[src/rtl/uart_pkg.sv]
// Shared receiver definitions: FSM state encoding, frame width and timing helpers.
package uart_pkg;

    localparam int DATA_BITS = 8;
    localparam int IDX_W     = $clog2(DATA_BITS);

    typedef enum logic [2:0] {
        IDLE,
        START,
        DATA,
        STOP,
        WAIT_HIGH
    } uart_state_t;

    // Offset from the first cycle of a bit to its sample point.
    function automatic int half_bit(input int cpb);
        return (cpb - 1) / 2;
    endfunction

    function automatic int cnt_width(input int cpb);
        return (cpb > 1) ? $clog2(cpb) : 1;
    endfunction

endpackage

[src/rtl/uart_rx_sync.sv]
// uart_rx_sync: two-flop synchronizer for the serial line; both flops reset to the idle level.
// Latency: 2 cycles. No backpressure.
module uart_rx_sync (
    input  logic clk,
    input  logic rst,
    input  logic din,
    output logic dout
);

    logic meta;

    always_ff @(posedge clk) begin
        if (rst) begin
            meta <= 1'b1;
            dout <= 1'b1;
        end else begin
            meta <= din;
            dout <= meta;
        end
    end

endmodule

[src/rtl/uart_rx.sv]
// uart_rx: 8N1 receiver, samples each bit (CLKS_PER_BIT-1)/2 cycles into it; UART_RX_SYNC_EN adds an rx synchronizer.
// Latency: dataValid/frameError one cycle after the stop-bit sample (+2 cycles with UART_RX_SYNC_EN).
// No backpressure: each byte is presented for one cycle and must be captured then.
module uart_rx
    import uart_pkg::*;
#(
    parameter int CLKS_PER_BIT = 1
) (
    input  logic                 clk,
    input  logic                 rst,
    input  logic                 rx,
    output logic [DATA_BITS-1:0] rxData,
    output logic                 dataValid,
    output logic                 frameError,
    output logic                 busy
);

    localparam int HALF = half_bit(CLKS_PER_BIT);
    localparam int CW   = cnt_width(CLKS_PER_BIT);

    localparam logic [CW-1:0]    BIT_LAST  = CW'(CLKS_PER_BIT - 1);
    localparam logic [CW-1:0]    HALF_LAST = (HALF > 0) ? CW'(HALF - 1) : '0;
    localparam logic [IDX_W-1:0] IDX_LAST  = IDX_W'(DATA_BITS - 1);

    logic rx_s;

`ifdef UART_RX_SYNC_EN
    uart_rx_sync u_sync (
        .clk  (clk),
        .rst  (rst),
        .din  (rx),
        .dout (rx_s)
    );
`else
    assign rx_s = rx;
`endif

    uart_state_t          state;
    logic [CW-1:0]        cnt;
    logic [IDX_W-1:0]     idx;
    logic [DATA_BITS-1:0] shreg;

    // cnt counts down to the next sample point; cnt == 0 marks a sample cycle.
    always_ff @(posedge clk) begin
        if (rst) begin
            state      <= IDLE;
            cnt        <= '0;
            idx        <= '0;
            shreg      <= '0;
            rxData     <= '0;
            dataValid  <= 1'b0;
            frameError <= 1'b0;
            busy       <= 1'b0;
        end else begin
            dataValid  <= 1'b0;
            frameError <= 1'b0;
            case (state)
                IDLE: begin
                    if (!rx_s) begin
                        busy <= 1'b1;
                        idx  <= '0;
                        // With HALF == 0 the detection cycle is itself the start sample.
                        if (HALF == 0) begin
                            state <= DATA;
                            cnt   <= BIT_LAST;
                        end else begin
                            state <= START;
                            cnt   <= HALF_LAST;
                        end
                    end
                end
                START: begin
                    if (cnt != '0) begin
                        cnt <= cnt - CW'(1);
                    end else if (rx_s) begin
                        state <= IDLE;
                        busy  <= 1'b0;
                    end else begin
                        state <= DATA;
                        cnt   <= BIT_LAST;
                    end
                end
                DATA: begin
                    if (cnt != '0) begin
                        cnt <= cnt - CW'(1);
                    end else begin
                        shreg[idx] <= rx_s;
                        cnt        <= BIT_LAST;
                        if (idx == IDX_LAST) begin
                            state <= STOP;
                        end else begin
                            idx <= idx + IDX_W'(1);
                        end
                    end
                end
                STOP: begin
                    if (cnt != '0) begin
                        cnt <= cnt - CW'(1);
                    end else begin
                        cnt <= '0;
                        if (rx_s) begin
                            rxData    <= shreg;
                            dataValid <= 1'b1;
                            state     <= IDLE;
                            busy      <= 1'b0;
                        end else begin
                            frameError <= 1'b1;
                            state      <= WAIT_HIGH;
                        end
                    end
                end
                WAIT_HIGH: begin
                    if (rx_s) begin
                        state <= IDLE;
                        busy  <= 1'b0;
                    end
                end
                default: begin
                    state <= IDLE;
                    busy  <= 1'b0;
                end
            endcase
        end
    end

endmodule

[config.mk]
export PLATFORM = sky130hd
export DESIGN_NAME = uart_rx
export DESIGN_NICKNAME = d
export VERILOG_FILES = /design/src/rtl/uart_pkg.sv /design/src/rtl/uart_rx_sync.sv /design/src/rtl/uart_rx.sv
export SDC_FILE = /design/constraint.sdc
export NUM_CORES = 1
export LEC_CHECK = 0
export CORE_UTILIZATION = 56
export CTS_BUF_LIST = sky130_fd_sc_hd__clkbuf_4
export DETAILED_ROUTE_END_ITERATION = 7
export PLACE_DENSITY_LB_ADDON = 0.3
export SETUP_SLACK_MARGIN = 0.4
export SYNTH_ARGS = -nofsm -noshare
export SYNTH_HDL_FRONTEND = slang
export SYNTH_SLANG_ARGS = --single-unit
[constraint.sdc]
create_clock -name clk -period 1.6 [get_ports clk]
set_input_delay 0.32 -clock clk [delete_from_list [all_inputs] [get_ports clk]]
set_output_delay 0.32 -clock clk [all_outputs]
set_load 0.005 [all_outputs]
Word level (Yosys, flattened, before mapping)
Cells that the tools add are included.

Bitwise gates (word level): 3. $lt $le $gt $ge: 2. Multiplexer cells: 25. Add/sub/neg operators: 2. Equal/unequal tests: 13. Reduce and logical (&&, ||, !) cells: 13.

Operator list (number): 3-bit 2-to-1 mux (10); 2-bit inequality test, second input constant (8); 3-bit case mux with 5 select lines (1); 8-bit bitwise mux (1); 1-bit 2-to-1 mux (8); 3-bit by 2-bit equality test with 1-bit output, second input constant (2); 3-bit equality test, second input constant (2); 3-bit case mux with 2 select lines (1); 3-bit AND reduction (2); 6-bit AND reduction (1); 3-bit OR reduction (2); 3-bit by 4-bit < comparator with 1-bit output, second input constant (1); 1-bit case mux with 4 select lines (1); 2-bit AND reduction (2); 4-bit AND reduction (1); 2-bit nonzero test (2); 3-bit by 1-bit adder with 3-bit output, second input constant (1); 1-bit demux with 3-bit select (1); 3-bit by 1-bit equality test with 1-bit output, second input constant (1); 3-bit by 1-bit >= comparator with 1-bit output, second input constant (1); 3-bit logical NOT (1); 1-bit NOT (3); 2-bit 2-to-1 mux (1); 1-bit case mux with 2 select lines (1); other kinds (3) (3).

Input bits: 3. Logic and storage cells: 66. Output and inout port bits: 11. Bits in registers: 26.

Logic depth before layout (Yosys ltp)
Gate-level depths: netlist of the first run.

Word-level depth: 5. Mapped depth: 5. Depth with buffers taken out: 5.

Worst setup path after synthesis of the first run
Ideal clock, no wire load.

Path kind: register to register. From: register state[0]. To: register shreg[0]. Buffers on the path: 2. Arrival: 1328 ps. Cell stages (with the launch flop): 6. Slack: 201 ps. Required time: 1528 ps. Cell sequence: dfxtp_1 > buf_6 > or4b_4 > buf_6 > nor3_4 > mux2i_1.

Cells in the longest elaborated chain, start to end: 2.

Ends and longest elaborated chain: start: declaration (RTL line uart_rx.sv:38) `uart_state_t state;`; start signal: assignment (RTL line uart_rx.sv:46) `state <= IDLE;`; start signal: assignment (RTL line uart_rx.sv:64) `state <= DATA;`; start signal: assignment (RTL line uart_rx.sv:67) `state <= START;`; 3-bit by 2-bit equality test with 1-bit output (RTL line uart_rx.sv:57) `case (state)`; 2-bit AND reduction (no source line); end signal: indexed assignment (RTL line uart_rx.sv:87) `shreg[idx] <= rx_s;`; end: declaration (RTL line uart_rx.sv:41) `logic [DATA_BITS-1:0] shreg;`.

No other way between the ends. A chain may end at the register's enable or synchronous reset.

Final worst setup path of the first run
From: register state[1]. To: register shreg[0].

Same word-level chain as after synthesis.

==> results of run 1 <==
==> power by group <==
part / switching [mW] / internal [mW] / leakage [nW]
Clock: 0.191 / 0.0936 / 0.0177
Sequential: 0.00636 / 0.629 / 0.210
Combinational: 0.0449 / 0.0418 / 0.295
==> worst max-delay path: cells and delay by family (launching register included) <==
kind | cells | cell delay, ns
flops | 1 | 0.40
mux | 1 | 0.18
simple gates | 2 | 0.68
==> worst paths after layout <==
path / startpoint / to / slack (ns) / depth (start not counted)
worst max-delay path: state[1]$_SDFFE_PP0P_ / shreg[0]$_SDFFE_PP0P_ / 0.26 / 3
worst max register to register: state[1]$_SDFFE_PP0P_ / shreg[0]$_SDFFE_PP0P_ / 0.26 / 3
worst min register to register: shreg[6]$_SDFFE_PP0P_ / rxData[6]$_SDFFE_PP0P_ / 0.46 / 2
worst min-delay path: rst / state[1]$_SDFFE_PP0P_ / 0.38 / 2
==> timing repair <==
| item | CTS | global route |
|---|---|---|
| pin swaps | 1 | 1 |
| setup buffers | 3 | 2 |
| setup endpoints to repair | 28 | 31 |
| resized for setup | 38 | 20 |
==> cell families after synthesis <==
kind of cell / share of synthesized area
compound gates: 0.134
fa+ha+maj: 0.0232
buf+inv: 0.0476
flops: 0.465
mux: 0.0465
simple gates: 0.285
==> cells in the final DEF (no fill, tap or decap) <==
cell / instances
dfxtp_4: 2
a21oi_1: 10
dfxtp_2: 12
clkbuf_4: 3
o31ai_1: 6
ha_2: 1
a2111oi_0: 1
nor3_4: 1
or4b_4: 1
nor2b_1: 7
clkinv_2: 1
nor2_1: 4
buf_6: 1
o21ai_1: 2
nand4b_1: 1
dfxtp_1: 11
nand4bb_2: 1
and4b_2: 1
mux2i_1: 5
nand2b_1: 8
nand2b_4: 1
o21ai_0: 6
and3b_1: 1
nor4b_1: 1
and2_1: 1
nor3b_1: 1
dlymetal6s2s_1: 2
nor3_2: 1
nor3_1: 1
buf_4: 11
clkbuf_2: 11
nand2_1: 20
nand3b_1: 2
ha_1: 1
==> final cells by class <==
| type | instances | area share |
|---|---|---|
| Clock buffer | 3 | 0.0173 |
| Timing Repair Buffer | 25 | 0.134 |
| Sequential cell | 25 | 0.402 |
| Clock inverter | 1 | 0.00384 |
| Multi-Input combinational cell | 85 | 0.420 |
| Tap cell | 25 | 0.0240 |
==> per-layer routing <==
metal | up-vias | routed length (µm) | track usage
met3 | 4 | 114 | 0.0476
met5 | - | 0 | 0
met1 | 420 | 948 | 0.269
met2 | 27 | 1060 | 0.369
li1 | 453 | - | -
met4 | 0 | 32 | 0.0941
==> flip-flops by register name, summed over array words and instances (netlist names) <==
signal,flops
rxData,8
shreg,8
dataValid,1
frameError,1
busy,1
idx,3
state,3
==> metrics.csv, run 1 <==
metric;value;unit
run status;complete, no violations;
via count;904;
largest stage delay on the critical path;0.54;ns
Die W;45.9;µm
Avg Synthesized Cell Area;9.05;µm²
cts hold-fix bufs;0;
Mapped Cells;119;
WL per Instance;13.1;µm
Detail Route Antenna Nets;0;
Layout Nets;145;
synthesized flop and latch total;25;
min Tclk post-route;1.34;ns
PortBufs;13;
final setup TNS;0;ns
commonest cells in the synthesized netlist;dfxtp_1 (25), nand2_1 (20), a21oi_1 (10);
worst rel slew slack;0.734;
Die Height;45.9;µm
slowest CP cell;or4b_4;
Post-Route Utilization;0.738;
Synth cell types;27;
grt ovf;0;
Die ar.;2100;µm²
CP Launch Type;flip-flop;
Final GP Congestion;0.764;
Synth area leaders;dfxtp_1 (46%), nand2_1 (7.0%), nand2b_1 (5.2%);
worst-skew pair later-pin latency;0.32;ns
total core area;1760;µm²
DPL Wire Length;1.29;mm
critical path endpoint category;flip-flop;
CTS sink cnt;25;
Final Hold Fails;0;
Crit Path Max Fanout;7;
Async S/R FF share, synth;0;
CTS tree;built;
pre-CTS setup slack;0.00659;ns
cell taking the most area after synthesis;dfxtp_1;
cts bufs inserted;3;
worst hold slack;0.385;ns
area of the multi-input gates;547;µm²
synth-to-layout area growth;20.9;%
largest net degree at the start of global routing;19;
vias per inst;5.51;
placed cell areas;1240;µm²
# rows;15;
leakage power;0.522;nW
final max-slew violation count;0;
Worst-Margin Slew;0.390;ns
antenna cells;0;
first-pass GRT wire length;3.22;mm
fin area;1300;µm²
Post-synth top flop;dfxtp_1;
Non-Filler Instances;164;
WL final;2.15;mm
Residual DRC;0;
final worst slack;0.263;ns
CTS max path bufs;2;
Setup CP Type;reg -> reg;
RSZ-0062 raised after global routing;yes;
Syn Std Cell Area;1080;µm²
Clock Skew;0.0165;ns
count leader, synth;dfxtp_1;
total power;1.01;mW
CP cell instances;or4b_4, nor3_4, mux2i_1;
initial antenna violation count;0;
GRT Total Usage;0.220;
Seq/Total Area, Yosys;0.465;
Power Density;773;nW/µm²
Max H-tree Level;1;
placed cell count;155;
Setup Viol. Count Final;0;
Hold Path Class;in -> reg;
Warnings, synthesis;0;
First-pass DRT Iterations;4;
CTS root buf;clkbuf_4;
CTS clk-pin slew, worst paths;0.15;ns
period utilisation layout;0.836;
Fillers;134;
Synth top area share;0.465;
I/O pin total;14;
Initial Utilization;0.611;
syn_nets;124;
number of max-cap violations;0;
CP arrival;1.59;ns
Peak Freq;0.748;GHz
vias in the first global route;737;
count of flip-flops with a built-in enable after synthesis;0;
worst-case vdd ir drop;525;µV
1st-iter DRT viols;23;
Sequential cell area;523;µm²
share of cells above drive strength 1;0.345;
WP data required;1.85;ns
No activity file was read; power rests on OpenSTA's default activity.
==> run 2: changes to the inputs <==
clock period = 1.3 ns   (was 1.6 ns; I/O delays follow)
==> metrics.csv, run 2 (synthesized netlist as in run 1, its figures left out) <==
metric;value;unit
Setup CP Type;reg -> reg;
Post-Route Utilization;0.875;
share of cells above drive strength 1;0.517;
number of max-cap violations;0;
Worst-Margin Slew;0.307;ns
First-pass DRT Iterations;4;
final max-slew violation count;0;
Max H-tree Level;1;
Worst R2R End;shreg[5]$_SDFFE_PP0P_;
commonest non-fill, non-tap cell in the layout;nand2_1;
slowest CP cell;or4b_4;
CP cell instances;or4b_4, o21ai_2, o31ai_1;
Peak Freq;0.734;GHz
PortBufs;13;
Die Height;45.9;µm
WL per Instance;21.3;µm
area of the multi-input gates;671;µm²
Final GP Congestion;0.817;
WL final;3.66;mm
worst hold slack;0.400;ns
Detail Route Antenna Nets;0;
Die W;45.9;µm
largest stage delay on the critical path;0.55;ns
fin area;1540;µm²
Sequential cell area;523;µm²
cts hold-fix bufs;0;
CTS root buf;clkbuf_4;
CTS max path bufs;2;
WP data required;1.54;ns
CTS sink cnt;25;
largest net degree at the start of global routing;16;
worst rel slew slack;0.795;
Layout Nets;153;
vias per inst;6.38;
vias in the first global route;851;
Power Density;866;nW/µm²
CP arrival;1.60;ns
Residual DRC;0;
Final Hold Fails;0;
Worst R2R Start;state[1]$_SDFFE_PP0P_;
worst setup path startpoint;state[1]$_SDFFE_PP0P_;
1st-iter DRT viols;53;
worst-skew pair later-pin latency;0.34;ns
final worst slack;-0.0615;ns
CP Launch Type;flip-flop;
antenna cells;0;
worst setup path endpoint;shreg[5]$_SDFFE_PP0P_;
most frequent cells in the layout;nand2_1 (15), dfxtp_2 (12), dfxtp_1 (11), buf_6 (11);
Die ar.;2100;µm²
flop-to-flop setup slack;-0.06;ns
Initial Utilization;0.611;
# rows;15;
leakage power;0.580;nW
via count;1098;
I/O pin total;14;
total core area;1760;µm²
first-pass GRT wire length;4.13;mm
pre-CTS setup slack;-0.224;ns
worst-case vdd ir drop;933;µV
Crit Path Max Fanout;7;
CTS tree;built;
Clock Skew;0.00305;ns
RSZ-0062 raised after global routing;yes;
r2r worst-path depth;3;
Hold Path Class;in -> reg;
critical path endpoint category;flip-flop;
GRT Total Usage;0.285;
min Tclk post-route;1.36;ns
initial antenna violation count;0;
Setup Viol. Count Final;4;
placed cell areas;1290;µm²
synth-to-layout area growth;43.3;%
run status;finished with violations;
CTS clk-pin slew, worst paths;0.15;ns
failing checks;negative setup slack;
Fillers;85;
Largest regs;rxData: 8 flops, shreg: 8 flops;
period utilisation layout;1.05;
cts bufs inserted;3;
DPL Wire Length;1.57;mm
grt ovf;0;
==> run 2: worst max-delay path, delay by kind of cell (launching register included) <==
family,cells,cell delay (ns)
AOI/OAI and AO/OA,2,0.29
DFF,1,0.42
and+or+nand+nor,1,0.55
==> run 2: per-layer routing <==
| layer | vias up | global-route usage | share of wire | routed length (µm) |
|---|---|---|---|---|
| met1 | 532 | 0.350 | 0.39 | 1410 |
| met3 | 21 | 0.0516 | 0.10 | 369 |
| li1 | 463 | - | - | - |
| met4 | 0 | 0.112 | 0.042 | 152 |
| met2 | 82 | 0.487 | 0.47 | 1730 |
| met5 | - | 0 | 0 | 0 |
==> run 2: stage by stage <==
step           setup TNS (ns)  std cells  power (mW)
2_1_floorplan          -0.336        119       0.866
3_3_place_gp            -1.96        159       0.900
3_5_place_dp            -2.83        159       0.905
4_1_cts               -0.0875        166        1.28
5_1_grt                -0.667        172        1.37
6_report               -0.173        172        1.34
==> run 2: worst min path at each step <==
stage	cells past startpoint	from	endpoint	slack, ns
3_5_place_dp	2	shreg[5]$_SDFFE_PP0P_	rxData[5]$_SDFFE_PP0P_	0.44
3_3_place_gp	2	shreg[7]$_SDFFE_PP0P_	rxData[7]$_SDFFE_PP0P_	0.43
6_report	2	rst	state[1]$_SDFFE_PP0P_	0.40
5_1_grt	2	rst	state[1]$_SDFFE_PP0P_	0.42
2_1_floorplan	2	shreg[1]$_SDFFE_PP0P_	rxData[1]$_SDFFE_PP0P_	0.43
4_1_cts	2	rst	state[1]$_SDFFE_PP0P_	0.38
==> run 2: area by class of cell <==
cell class	count	area share
tap	25	0.0203
timing repair buffer	33	0.187
sequential	25	0.339
multi-input combinational	85	0.434
clock buffer	4	0.0194
==> run 2: power by group <==
part	total, mW	switching [mW]	internal, mW
combinational	0.136	0.0720	0.0640
sequential	0.794	0.0177	0.777
clock	0.407	0.266	0.142
==> run 2: what timing repair did <==
item                       4_1_cts  5_1_grt
buffers inserted                 3        6
setup endpoints to repair       36       36
resized for setup               70       37
pin swaps                        1        6
==> run 3: changes to the inputs <==
SLEW_MARGIN = 20   (was unset)
TNS_END_PERCENT = 50   (was unset)
==> metrics.csv, run 3 (synthesized netlist as in run 1, its figures left out) <==
metric;value;unit
share of cells above drive strength 1;0.479;
via count;974;
CP arrival;1.63;ns
CTS max path bufs;2;
Crit Path Max Fanout;7;
worst-case vdd ir drop;635;µV
cts hold-fix bufs;0;
Residual DRC;0;
Final GP Congestion;0.829;
Setup CP Type;reg -> reg;
worst path bufs/invs;0;
Worst R2R Start;state[0]$_SDFFE_PP0P_;
Max H-tree Level;1;
Worst-Margin Slew;0.305;ns
worst setup path startpoint;state[0]$_SDFFE_PP0P_;
slowest CP cell;or4b_4;
synth-to-layout area growth;36.7;%
WL per Instance;17.5;µm
most frequent cells in the layout;nand2_1 (18), dfxtp_2 (14), dfxtp_1 (10), buf_6 (10);
commonest non-fill, non-tap cell in the layout;nand2_1;
critical path endpoint category;flip-flop;
Largest regs;rxData: 8 flops, shreg: 8 flops;
Die ar.;2100;µm²
Sequential cell area;522;µm²
min Tclk post-route;1.35;ns
DPL Wire Length;1.58;mm
Hold Path Class;in -> reg;
Fillers;98;
fin area;1470;µm²
Clock Skew;0.00335;ns
Die Height;45.9;µm
pre-CTS setup slack;-0.249;ns
vias per inst;5.83;
run status;finished with violations;
CP top delay family;simple AND/OR/NAND/NOR gates;
Die W;45.9;µm
vias in the first global route;833;
failing checks;negative setup slack;
final worst slack;-0.0536;ns
CP cell instances;or4b_4, nor3_4, mux2i_1;
first-pass GRT wire length;3.75;mm
placed cell areas;1290;µm²
period utilisation layout;1.04;
largest stage delay on the critical path;0.59;ns
worst rel slew slack;0.796;
final max-slew violation count;0;
Layout Nets;148;
PortBufs;13;
hold_sp;rx;
Detail Route Antenna Nets;0;
1st-iter DRT viols;16;
# rows;15;
total power;1.30;mW
CTS tree;built;
Power Density;881;nW/µm²
leakage power;0.551;nW
CTS sink cnt;25;
WL final;2.92;mm
GRT Total Usage;0.254;
Peak Freq;0.739;GHz
r2r worst-path depth;3;
WP data required;1.57;ns
I/O pin total;14;
number of max-cap violations;0;
grt ovf;0;
First-pass DRT Iterations;7;
antenna cells;0;
total core area;1760;µm²
CTS clk-pin slew, worst paths;0.15;ns
Hold Crit Depth;3;
CP Depth;3;
cts bufs inserted;3;
CP Launch Type;flip-flop;
RSZ-0062 raised after global routing;yes;
Setup Viol. Count Final;3;
area of the multi-input gates;654;µm²
initial antenna violation count;0;
Final Hold Fails;0;
Initial Utilization;0.611;
worst-skew pair later-pin latency;0.33;ns
CTS root buf;clkbuf_4;
largest net degree at the start of global routing;18;
run 3: path summary, 6_finish.rpt:
| check | end | slack, ns |
|---|---|---|
| setup reg to reg | shreg[0]$_SDFFE_PP0P_ | -0.05 |
| hold / removal | state[2]$_SDFFE_PP0P_ | 0.44 |
| hold reg to reg | rxData[3]$_SDFFE_PP0P_ | 0.47 |
| setup / recovery | shreg[0]$_SDFFE_PP0P_ | -0.05 |
run 3: routing by layer:
layer  global-route usage  vias to the layer above  wire length (µm)
met5                    0                        -                 0
met4               0.0882                        0                93
met3               0.0437                       11               134
met2                0.431                       43              1530
met1                0.321                      461              1160
li1                     -                      459                 -
run 3: per-stage QoR:
stage               setup TNS, ns  hold slack [ns]   util  cells
finish                    -0.0715            0.436  0.835    167
detailed placement          -2.61            0.442  0.729    160
CTS                       -0.0410            0.426  0.752    166
global placement            -2.09            0.435  0.729    160
floorplan                  -0.336            0.427      -    119
global route               -0.303            0.442  0.835    167
run 3: where the power goes:
| group | switching [mW] | total [mW] | internal, mW |
|---|---|---|---|
| sequential | 0.0146 | 0.792 | 0.777 |
| clock | 0.258 | 0.378 | 0.120 |
| combinational | 0.0661 | 0.127 | 0.0608 |
run 3: layout make-up:
type | count | share of cell area
multi-input cells | 85 | 0.444
flip-flops and latches | 25 | 0.354
repair buffers | 28 | 0.161
well taps | 25 | 0.0212
clock buffers | 3 | 0.0153
clock inverters | 1 | 0.00425
run 3: worst min-delay path: stages:
cell and delay (ns):
dlygate4sd2_1 0.27, buf_4 0.16, nor3_2 0.05
run 3: timing repair:
| action | 4_1_cts | 5_1_grt |
|---|---|---|
| buffers inserted | 2 | 1 |
| setup endpoints to repair | 36 | 36 |
| pin swaps | 19 | 23 |
| resized for setup | 69 | 31 |
